`src/rtl/bram_rd_arb.sv`:
```
// Round-robin arbiter sharing one BRAM read port among N_REQ requesters.
// Writes pass straight through; each requester holds one read in flight.
module bram_rd_arb #(
  parameter int WIDTH = 32,
  parameter int DEPTH = 256,
  parameter int N_REQ = 2,
  localparam int AW = $clog2(DEPTH)
) (
  input  logic                   clock,
  input  logic                   reset,
  input  logic [N_REQ-1:0]       req_valid,
  input  logic [N_REQ*AW-1:0]    req_addr,
  output logic [N_REQ-1:0]       req_ready,
  output logic [N_REQ-1:0]       rsp_valid,
  output logic [N_REQ*WIDTH-1:0] rsp_data,
  input  logic [N_REQ-1:0]       rsp_ready,
  input  logic                   wr_valid,
  input  logic [AW-1:0]          wr_addr,
  input  logic [WIDTH-1:0]       wr_data,
  output logic                   bram_we,
  output logic [AW-1:0]          bram_waddr,
  output logic [WIDTH-1:0]       bram_wdata,
  output logic [AW-1:0]          bram_raddr,
  input  logic [WIDTH-1:0]       bram_rdata
);

  localparam int IW = $clog2(N_REQ);

  logic [N_REQ-1:0] busy;
  logic [N_REQ-1:0] elig;
  logic [N_REQ-1:0] grant;
  logic [IW-1:0]    gid;
  logic [IW-1:0]    last_grant;
  logic [IW-1:0]    tag_id;
  logic             tag_v;
  logic             found;
  logic [AW-1:0]    raddr_q;

  assign bram_we    = wr_valid;
  assign bram_waddr = wr_addr;
  assign bram_wdata = wr_data;
  assign req_ready  = grant;

  always_comb begin
    busy = '0;
    for (int i = 0; i < N_REQ; i++) begin
      busy[i] = (tag_v && tag_id == IW'(i)) || rsp_valid[i];
    end
  end

  assign elig = req_valid & ~busy & {N_REQ{~reset}};

  // Visit slots in order last_grant+1, +2, ... and take the first eligible.
  always_comb begin
    grant = '0;
    gid   = '0;
    found = 1'b0;
    for (int k = 1; k <= N_REQ; k++) begin
      for (int j = 0; j < N_REQ; j++) begin
        if (!found && elig[j] &&
            ((int'(last_grant) + k) % N_REQ) == j) begin
          found    = 1'b1;
          gid      = IW'(j);
          grant[j] = 1'b1;
        end
      end
    end
  end

  always_comb begin
    bram_raddr = raddr_q;
    for (int j = 0; j < N_REQ; j++) begin
      if (grant[j]) begin
        bram_raddr = req_addr[j*AW +: AW];
      end
    end
  end

  always_ff @(posedge clock) begin
    if (reset) begin
      last_grant <= IW'(N_REQ - 1);
      tag_v      <= 1'b0;
      tag_id     <= '0;
      raddr_q    <= '0;
      rsp_valid  <= '0;
    end else begin
      tag_v  <= found;
      tag_id <= gid;
      if (found) begin
        last_grant <= gid;
        raddr_q    <= bram_raddr;
      end
      for (int i = 0; i < N_REQ; i++) begin
        if (tag_v && tag_id == IW'(i)) begin
          rsp_valid[i] <= 1'b1;
        end else if (rsp_valid[i] && rsp_ready[i]) begin
          rsp_valid[i] <= 1'b0;
        end
      end
    end
  end

  always_ff @(posedge clock) begin
    for (int i = 0; i < N_REQ; i++) begin
      if (tag_v && tag_id == IW'(i)) begin
        rsp_data[i*WIDTH +: WIDTH] <= bram_rdata;
      end
    end
  end

endmodule

```
`config.mk`:
```
export PLATFORM = sky130hd
export DESIGN_NAME = bram_rd_arb
export DESIGN_NICKNAME = d
export VERILOG_FILES = /design/src/rtl/bram_rd_arb.sv
export SDC_FILE = /design/constraint.sdc
export NUM_CORES = 1
export LEC_CHECK = 0
export ABC_CLOCK_PERIOD_IN_PS = 2000
export CORE_MARGIN = 4
export CORE_UTILIZATION = 31
export DETAILED_ROUTE_END_ITERATION = 8
export PLACE_DENSITY = 0.77
export SETUP_SLACK_MARGIN = 0.4
export SYNTH_ARGS = -nofsm -noshare
export SYNTH_HDL_FRONTEND = slang
export SYNTH_SLANG_ARGS = --single-unit
```
`constraint.sdc`:
```
create_clock -name clock -period 2 [get_ports clock]
set_clock_uncertainty 0.1 [all_clocks]
set_input_delay 0.3 -clock clock [delete_from_list [all_inputs] [get_ports clock]]
set_output_delay 0.3 -clock clock [all_outputs]
set_load 0.01 [all_outputs]
```
==> results.txt, run 1 <==
required time worst endpoint: 1600 ps
Post-synth EDFFs: 64
share of layout cells above drive strength 1: 32.7%
syn nets: 280
First DRT Iteration DRCs: 73
leading area contributor after synthesis: edfxtp_1
register area share after synthesis: 75.0%
die span in x: 105 µm
drt via density: 4.66
final worst path period share: 109%
Max Root-Sink Buffers: 2
Final min period: 2180 ps
R2R depth: 5
drt total wl: 8.45 mm
Reg-to-Reg Start: tag_v
Cells after DPL: 409
post-synthesis cell count: 185
critical path capture point: bram_raddr[0]
worst r2r dst: raddr_q[2]
DP Wirelength: 6.45 mm
critical path class: flop to output port
Worst-Margin Slew: 430 ps
Final nets: 411
Max Fclk: 459 MHz
post-route ant nets: 0
unrepaired setup endpoints after global routing: yes
Clock Sinks: 77
top-count cell post-synth: edfxtp_1
area grow syn2layout: 60.1%
die area: 11000 µm²
fraction of the mapped netlist area in compound gates: 4.22%
leakage power: 1.83 nW
Critical Path Start Type: flop
failing checks: negative setup slack
R2R Setup Slk: 380 ps
top post-synthesis cells by area: edfxtp_1, buf_4, dfxtp_1
post-layout util: 50.6%
Cell Chain, Critical Path: nor2b_4 > or4b_4 > nand3_2 > nand3_2 > buf_2
Clk pin slew, worst setup/hold paths: 80 ps
Tightest Hold Check Type: primary input to flop
Final setup viols: 9
# DRC: 0
crit end category: output port
CP Buf/Inv Count: 1
diode count: 0
CTS H-tree depth: 3
initial antenna violation count: 0
WP data arrival: 1780 ps
final hold violations: 0
Synth Area in Adders: 0%
placed cell areas: 4310 µm²
Synth cell types: 20
Most Frequent Cell on Critical Path: nand3_2
Syn Std Cell Area: 2910 µm²
crit-path max FO: 6
post-synthesis xor/xnor area fraction: 0%
hold path cells: 4
relative slew slack: 71.3%
Final Cell Area: 4650 µm²
status: complete, but fails checks
die height: 105 µm
PnR Total Power: 3.62 mW
Core Region: 9200 µm²
area share of the largest cell type after synthesis: 66.1%
# port buffers: 129
Power Density: 778 nW/µm²
kind of cell adding the most delay to the critical path: simple AND/OR/NAND/NOR gates
total grt overflow: 0
dominant synthesized flop cell: edfxtp_1
Yosys warning total: 0
routed vias: 2013
Layout Cells excl Fill: 432
worst vdd ir: 0.000324 V
max cap viols: 0
Overall Global Routing Usage: 14.8%
Largest stage delay, worst path: 620 ps
CTS tree: done
Seq cells post-synth: 77
number of CTS-inserted buffers: 9
io pins: 212
first-pass GRT wire length: 12.3 mm
Setup WS post-layout: -177 ps
ys async rst share: 0%
Syn Area/Cell: 15.7 µm²
Post-synth top cells: edfxtp_1, buf_4, nand3_1
Starting Density: 31.6%
dpl ws: -659 ps
mux contribution to synthesized area: 0%
setup_tns: -1270 ps
combinational family with the most area after synthesis: buffers and inverters
CP startpoint: tag_v
fillers: 800
CP max-delay cell: or4b_4
pin count of the biggest net entering global routing: 33
vias in the first global route: 2134
CTS Hold Buffers Added: 0
Avg WL per Cell: 19.6 µm
Site Rows: 35
Simple-Gate Fraction of Synth Area: 8.61%
Clock Latency Late Sink: 330 ps
WP depth: 5
TritonRoute pass-1 iters: 4
worst hold slack: 389 ps
GPL Wtd Cong: 0.755
Slew Limit Fails: 0
clock root cell: clkbuf_8
sequential cells by signal (all words and copies together) (netlist names):
register	cells
raddr_q	8
rsp_valid	2
tag_id	1
last_grant	1
rsp_data	64
tag_v	1
where the power goes:
| part | internal (mW) | switching (mW) | leakage (nW) | total [mW] |
|---|---|---|---|---|
| logic | 0.323 | 0.274 | 1.04 | 0.597 |
| clock network | 0.579 | 0.565 | 0.0937 | 1.14 |
| registers | 1.85 | 0.0298 | 0.702 | 1.88 |
| total | 2.75 | 0.870 | 1.83 | 3.62 |
what timing repair did:
item	in CTS	in global routing
gates resized for setup	138	19
pin swaps	6	2
setup endpoints to repair	83	18
buffers inserted	4	3
kinds of logic (layout without fill, tap and decap cells):
family | Yosys count | count (layout)
DFF | 77 | 77
buffers and inverters | 49 | 185
and+or+nand+nor | 43 | 43
AOI/OAI and AO/OA | 16 | 16
routing by layer:
metal / track usage [%] / part of all wire, % / up-vias
li1: - / - / 914
met1: 14.6 / 35 / 937
met2: 27.1 / 53 / 136
met3: 6.18 / 10 / 26
met4: 5.90 / 2.6 / 0
met5: 0 / 0 / -
area by class of cell:
cell class | count | area, µm² | share of cell area (%)
Timing Repair Buffer | 167 | 1530 | 32.9
Multi-Input combinational cell | 59 | 592 | 12.7
Clock buffer | 9 | 124 | 2.66
Sequential cell | 77 | 2190 | 47.0
Tap cell | 111 | 139 | 2.98
Inverter | 2 | 11.3 | 0.242
Clock inverter | 7 | 71.3 | 1.53
cell usage in the layout, fill, tap and decap left out, types with 4 or more instances in the layout:
master,instances
edfxtp_1,64
buf_6,13
a221o_1,4
dfxtp_1,9
buf_4,26
nand3_4,4
clkbuf_8,9
clkdlybuf4s50_1,50
buf_2,7
a21oi_1,4
o211ai_1,6
dfxtp_2,4
dlygate4sd2_1,66
nand3_2,19
how the worst min path moves through the flow:
stage,from,endpoint
6_report,reset,rsp_valid[0]
5_1_grt,reset,rsp_valid[0]
4_1_cts,reset,rsp_valid[0]
3_5_place_dp,raddr_q[7],raddr_q[7]
3_3_place_gp,raddr_q[7],raddr_q[7]
2_1_floorplan,bram_rdata[0],rsp_data[0]
worst register-to-register path, delay by kind of cell, from the launching register on:
kind            cells  cell delay [ps]
compound gates      1               70
buf+inv             1              100
flops               1              330
simple gates        3              900
Note: power is estimated with default switching activity, not from simulation.
==> run 2, diff against run 1 <==
--- a/config.mk
+++ b/config.mk
@@ -6,10 +6,12 @@
 export NUM_CORES = 1
 export LEC_CHECK = 0
 export ABC_CLOCK_PERIOD_IN_PS = 2000
+export CELL_PAD_IN_SITES_DETAIL_PLACEMENT = 1
+export CELL_PAD_IN_SITES_GLOBAL_PLACEMENT = 1
 export CORE_MARGIN = 4
-export CORE_UTILIZATION = 31
+export CORE_UTILIZATION = 23
 export DETAILED_ROUTE_END_ITERATION = 8
-export PLACE_DENSITY = 0.77
+export PLACE_DENSITY_LB_ADDON = 0.1
 export SETUP_SLACK_MARGIN = 0.4
 export SYNTH_ARGS = -nofsm -noshare
 export SYNTH_HDL_FRONTEND = slang
==> run 2 against run 1 <==
Compared with the run above: the flow still finishes with violations (negative setup slack); setup slack got worse by 8.7 ps; clock-buffer cell count rose by 1; first-iteration DRC count increased by 22%; clock power is 46% higher.
==> results.txt, run 2 (synthesis gave the netlist of run 1 again) <==
Clk pin slew, worst setup/hold paths: 60 ps (-20 ps)
diode count: 0 (unchanged)
Sw Ratio: 21.5% (-2.5 points)
unrepaired setup endpoints after global routing: yes
relative slew slack: 68.8% (-2.5 points)
post-layout util: 41.0% (-9.6 points)
# DRC: 0 (unchanged)
number of CTS-inserted buffers: 9 (unchanged)
initial antenna violation count: 0 (unchanged)
die span in x: 120 µm (+15%)
die height: 120 µm (+15%)
Critical Path Start Type: flop
total grt overflow: 0 (unchanged)
CP Buf/Inv Count: 2 (+1)
worst r2r dst: raddr_q[7]
Reg-to-Reg Start: tag_v
area grow syn2layout: 72.3%
R2R depth: 12 (+7)
die area: 14500 µm² (+32%)
vias in the first global route: 2313 (+8.4%)
WP depth: 6 (+1)
CTS H-tree depth: 3 (unchanged)
DP Wirelength: 6.31 mm (-2.1%)
Cells after DPL: 469 (+15%)
Final setup viols: 10 (+1)
drt total wl: 8.60 mm (+1.8%)
Layout Cells excl Fill: 502 (+16%)
biggest regs: rsp_data (64), raddr_q (8), rsp_valid (2)
TritonRoute pass-1 iters: 4 (unchanged)
Slew Limit Fails: 0 (unchanged)
Tightest Hold Check Type: flop to flop
commonest non-fill, non-tap cell in the layout: edfxtp_1
WP data arrival: 1790 ps (about the same)
Clock Sinks: 77 (unchanged)
Starting Density: 23.8% (-7.8 points)
most frequent cells in the layout: edfxtp_1, clkdlybuf4s50_1, dlygate4sd2_1, buf_4, buf_6
final worst path period share: 109% (+0.43 points)
first-pass GRT wire length: 12.7 mm (+3.2%)
routed vias: 2064 (+2.5%)
Net Sw Power: 904 µW (+3.9%)
Setup WS post-layout: -186 ps (-8.70 ps)
Final min period: 2190 ps (+8.70 ps)
combinational power share: 15.2% (-1.3 points)
Worst-Margin Slew: 468 ps (+38.2 ps)
Overall Global Routing Usage: 11.7% (-3.1 points)
pin count of the biggest net entering global routing: 34 (+3.0%)
io pins: 212 (unchanged)
setup_tns: -1340 ps (-63.4 ps)
failing checks: negative setup slack
hold path cells: 2 (-2)
Reg power frac: 44.9% (-7.0 points)
drt via density: 4.11 (-12%)
Max Fclk: 457 MHz (-0.40%)
R2R Setup Slk: -60 ps (-440 ps)
Site Rows: 40 (+14%)
critical path class: flop to output port
Cell Chain, Critical Path: nor2b_4 > or4b_4 > buf_6 > nand3_4 > nand3_2 > buf_6
CP max-delay cell: or4b_4
fillers: 1315 (+64%)
Core Region: 12200 µm² (+33%)
Final nets: 425 (+3.4%)
Largest stage delay, worst path: 550 ps (-70 ps)
largest register by flop count: rsp_data
Power Density: 838 nW/µm² (+7.6%)
GPL Wtd Cong: 0.705 (-6.7%)
Avg WL per Cell: 17.1 µm (-12%)
kind of cell adding the most delay to the critical path: simple AND/OR/NAND/NOR gates
First DRT Iteration DRCs: 89 (+22%)
Max Root-Sink Buffers: 2 (unchanged)
hold path startpoint: raddr_q[3]
clock root cell: clkbuf_16
hold path endpoint: raddr_q[3]
final hold violations: 0 (unchanged)
share of layout cells above drive strength 1: 33.8% (+1.1 points)
max reg flops: 64 (unchanged)
Clock Latency Late Sink: 330 ps (about the same)
post-route ant nets: 0 (unchanged)
max cap viols: 0 (unchanged)
CTS tree: done
Int Power: 3.29 mW (+20%)
crit-path max FO: 4 (-2)
crit end category: output port
Most Frequent Cell on Critical Path: buf_6
CTS Hold Buffers Added: 0 (unchanged)
leakage power: 2.04 nW (+11%)
# port buffers: 129 (unchanged)
status: complete, but fails checks
clock share of power: 39.9% (+8.3 points)
required time worst endpoint: 1600 ps (about the same)
worst vdd ir: 0.000329 V (+1.3%)
==> run 2: cell types whose count changed in the layout (fill, tap and decap cells not counted), sizes merged, moves of 2 or more <==
cell           before  now
buf                48   62
clkdlybuf4s50      50   54
clkinvlp            3    1
dlygate4sd2        66   53
dlymetal6s2s        2   12
inv                 3    1
==> run 2: repair_timing <==
item,4_1_cts,5_1_grt
pin swaps,8,3
setup buffers,17,1
resized for setup,135,23
setup endpoints to repair,92,30
==> run 2: power groups by stage <==
| stage | Clock (mW) | Combinational (mW) | Sequential [mW] |
|---|---|---|---|
| final | 1.67 | 0.638 | 1.89 |
| after global routing | 1.80 | 0.686 | 1.89 |
| after CTS | 1.73 | 0.642 | 1.89 |
| after detailed placement | 0 | 0.611 | 1.92 |
| after global placement | 0 | 0.609 | 1.92 |
| after floorplan | 0 | 0.248 | 1.96 |
==> run 2: final cells by class <==
| cell class | instances | area, µm² | area share, % |
|---|---|---|---|
| Sequential cell | 77 | 2190 | 43.7 |
| Timing Repair Buffer | 181 | 1730 | 34.5 |
| Multi-Input combinational cell | 59 | 567 | 11.3 |
| Clock buffer | 10 | 229 | 4.57 |
| Tap cell | 168 | 210 | 4.19 |
| Clock inverter | 5 | 76.3 | 1.52 |
| Inverter | 2 | 11.3 | 0.225 |
==> run 2: worst max-delay path by stage <==
| stage | from | endpoint | slack (ps) |
|---|---|---|---|
| after global routing | tag_v | bram_raddr[4] | -220 |
| after global placement | reset | bram_raddr[0] | -670 |
| final | tag_v | bram_raddr[0] | -190 |
| after detailed placement | reset | bram_raddr[0] | -700 |
| after floorplan | tag_v | bram_raddr[4] | -30 |
| after CTS | rsp_valid[0] | bram_raddr[0] | -190 |
==> run 2: stage by stage <==
| step | total power, mW | setup WS (ps) | area (µm²) | hold slack (ps) |
|---|---|---|---|---|
| after floorplan | 2.20 | -30.9 | 2990 | 299 |
| after global placement | 2.53 | -671 | 4410 | 410 |
| after detailed placement | 2.53 | -698 | 4410 | 412 |
| after CTS | 4.26 | -189 | 4920 | 420 |
| after global routing | 4.38 | -219 | 5010 | 433 |
| final | 4.20 | -186 | 5010 | 416 |
==> run 2: worst reg2reg max path, cell delays in order, from the launching register on <==
cell and delay (ps):
dfxtp_2 310, nor2b_4 140, or4b_4 550, buf_6 150, nand3_4 60, buf_6 100
buf_6 80, buf_6 80, buf_6 80, buf_6 80, buf_6 80, buf_6 70
o211ai_1 60
==> run 2: routing by layer <==
layer	vias to the layer above	GRT usage (%)	routed length [µm]	part of all wire, %
li1	938	-	-	-
met1	966	12.3	3230	38
met2	106	20.0	4240	49
met3	54	3.51	720	8.4
met4	0	7.86	413	4.8
met5	-	0	0	0
==> run 3, diff against run 2 <==
--- a/config.mk
+++ b/config.mk
@@ -11,7 +11,7 @@
 export CORE_MARGIN = 4
 export CORE_UTILIZATION = 23
 export DETAILED_ROUTE_END_ITERATION = 8
-export PLACE_DENSITY_LB_ADDON = 0.1
+export PLACE_DENSITY = 0.86
 export SETUP_SLACK_MARGIN = 0.4
 export SYNTH_ARGS = -nofsm -noshare
 export SYNTH_HDL_FRONTEND = slang
==> run 3 against run 2 <==
Compared with the run above: the run still ends with negative setup slack left; via count decreased by 2.5%; final cell count decreased by 3.8%; setup slack worse by 47 ps; global-route usage grew 0.97 points; register-to-register slack improved by 240 ps; die area unchanged; largest cell class unchanged; highest routed layer unchanged.
==> results.txt, run 3 (synthesis gave the netlist of run 1 again) <==
unrepaired setup endpoints after global routing: yes
Final nets: 405 (-4.7%)
Core Region: 12200 µm² (unchanged)
status: complete, but fails checks
total grt overflow: 0 (unchanged)
Clock Sinks: 77 (unchanged)
leakage power: 1.87 nW (-8.3%)
hold path endpoint: raddr_q[7]
hold path startpoint: raddr_q[7]
Clk pin slew, worst setup/hold paths: 60 ps (about the same)
Slew Limit Fails: 0 (unchanged)
share of layout cells above drive strength 1: 29.2% (-4.6 points)
drt via density: 4.17 (+1.4%)
Starting Density: 23.8% (unchanged)
largest register by flop count: rsp_data
Cells after DPL: 455 (-3.0%)
routed vias: 2013 (-2.5%)
io pins: 212 (unchanged)
Final min period: 2230 ps (+47.5 ps)
initial antenna violation count: 0 (unchanged)
GPL Wtd Cong: 0.760 (+7.8%)
die height: 120 µm (unchanged)
required time worst endpoint: 1600 ps (about the same)
most frequent cells in the layout: dlygate4sd2_1, edfxtp_1, clkdlybuf4s50_1, buf_4, buf_6
Net Sw Power: 938 µW (+3.8%)
worst vdd ir: 0.000279 V (-15%)
critical path class: flop to output port
R2R Setup Slk: 180 ps (+240 ps)
final hold violations: 0 (unchanged)
Int Power: 3.27 mW (-0.66%)
crit-path max FO: 6 (+2)
Setup WS post-layout: -234 ps (-47.5 ps)
CTS H-tree depth: 3 (unchanged)
combinational power share: 14.2% (-1.0 points)
Avg WL per Cell: 19.0 µm (+11%)
biggest regs: rsp_data (64), raddr_q (8), rsp_valid (2)
Tightest Hold Check Type: flop to flop
hold path cells: 2 (unchanged)
Final setup viols: 8 (-2)
final worst path period share: 112% (+2.4 points)
Power Density: 882 nW/µm² (+5.3%)
Critical Path Start Type: flop
Reg-to-Reg Start: tag_v
Max Root-Sink Buffers: 2 (unchanged)
vias in the first global route: 2247 (-2.9%)
max reg flops: 64 (unchanged)
PnR Total Power: 4.21 mW (+0.29%)
pin count of the biggest net entering global routing: 34 (unchanged)
worst hold slack: 405 ps (-11.7 ps)
crit end category: output port
relative slew slack: 69.4% (+0.55 points)
Reg power frac: 44.8% (about the same)
First DRT Iteration DRCs: 101 (+13%)
die span in x: 120 µm (unchanged)
number of CTS-inserted buffers: 9 (unchanged)
CP startpoint: tag_v
TritonRoute pass-1 iters: 4 (unchanged)
DP Wirelength: 6.89 mm (+9.3%)
die area: 14500 µm² (unchanged)
post-route ant nets: 0 (unchanged)
# port buffers: 129 (unchanged)
first-pass GRT wire length: 13.4 mm (+5.6%)
dpl ws: -754 ps (-56.5 ps)
R2R depth: 9 (-3)
Worst-Margin Slew: 460 ps (-8.28 ps)
Site Rows: 40 (unchanged)
post-layout util: 39.1% (-1.9 points)
Max Fclk: 448 MHz (-2.1%)
diode count: 0 (unchanged)
Clock Latency Late Sink: 330 ps (about the same)
WP data arrival: 1830 ps (+40 ps)
Sw Ratio: 22.3% (+0.74 points)
clock share of power: 41.0% (+1.1 points)
# DRC: 0 (unchanged)
Layout Cells excl Fill: 483 (-3.8%)
Overall Global Routing Usage: 12.6% (+0.97 points)
drt total wl: 9.15 mm (+6.4%)
failing checks: negative setup slack
max cap viols: 0 (unchanged)
area grow syn2layout: 64.2%
commonest non-fill, non-tap cell in the layout: dlygate4sd2_1
worst r2r dst: raddr_q[4]
clock root cell: clkbuf_16
CTS tree: done
==> run 3: cell types whose count changed in the layout (fill, tap and decap cells not counted), moves of 3 or more <==
| cell | delta |
|---|---|
| dlymetal6s2s_1 | -9 |
| buf_6 | -9 |
| clkdlybuf4s50_1 | -3 |
| buf_4 | -11 |
| dlygate4sd2_1 | +12 |
==> run 3: per-stage QoR <==
stage / TNS (ps) / instance area [µm²]
final: -1390 / 4770
after global routing: -2100 / 4770
after floorplan: -61.8 / 2990
after global placement: -7140 / 4300
after CTS: -1790 / 4700
after detailed placement: -7640 / 4300
==> run 3: power groups by stage <==
| stage | Combinational [mW] | Sequential, mW | Clock, mW |
|---|---|---|---|
| after floorplan | 0.248 | 1.96 | 0 |
| after global placement | 0.570 | 1.92 | 0 |
| after detailed placement | 0.591 | 1.92 | 0 |
| after CTS | 0.594 | 1.89 | 1.79 |
| after global routing | 0.640 | 1.90 | 1.87 |
| final | 0.597 | 1.89 | 1.73 |
==> run 3: timing repair <==
| action | CTS | global route |
|---|---|---|
| pin swaps | 12 | 2 |
| gates resized for setup | 137 | 10 |
| setup endpoints to repair | 81 | 18 |
| buffers inserted | 8 | 4 |
| hold buffers | 0 | 0 |
==> run 3: layer usage <==
layer / vias to the layer above / global-route usage, % / wire [µm]
li1: 897 / - / -
met1: 934 / 12.3 / 3230
met2: 141 / 21.4 / 4550
met3: 41 / 5.99 / 990
met4: 0 / 8.14 / 384
met5: - / 0 / 0
==> run 3: cell type report <==
type,count,area (µm²)
Fill cell,1291,7440
Sequential cell,77,2190
Timing Repair Buffer,161,1510
Multi-Input combinational cell,59,542
Clock buffer,10,229
Tap cell,168,210
Clock inverter,6,87.6
Inverter,2,11.3
==> run 3: worst max-delay path, stage by stage, from the launching register on <==
cell and delay (ps):
dfxtp_2 320, nor2b_4 130, or4b_4 620, buf_4 190, nand3_4 50, nand3_2 60, buf_6 120
==> run 3: worst max path at each step <==
stage,cells past startpoint,slack [ps],endpoint
final,6,-230,bram_raddr[3]
after global routing,6,-310,bram_raddr[0]
after CTS,6,-290,bram_raddr[0]
after detailed placement,6,-750,bram_raddr[0]
after global placement,6,-730,bram_raddr[2]
after floorplan,4,-30,bram_raddr[4]
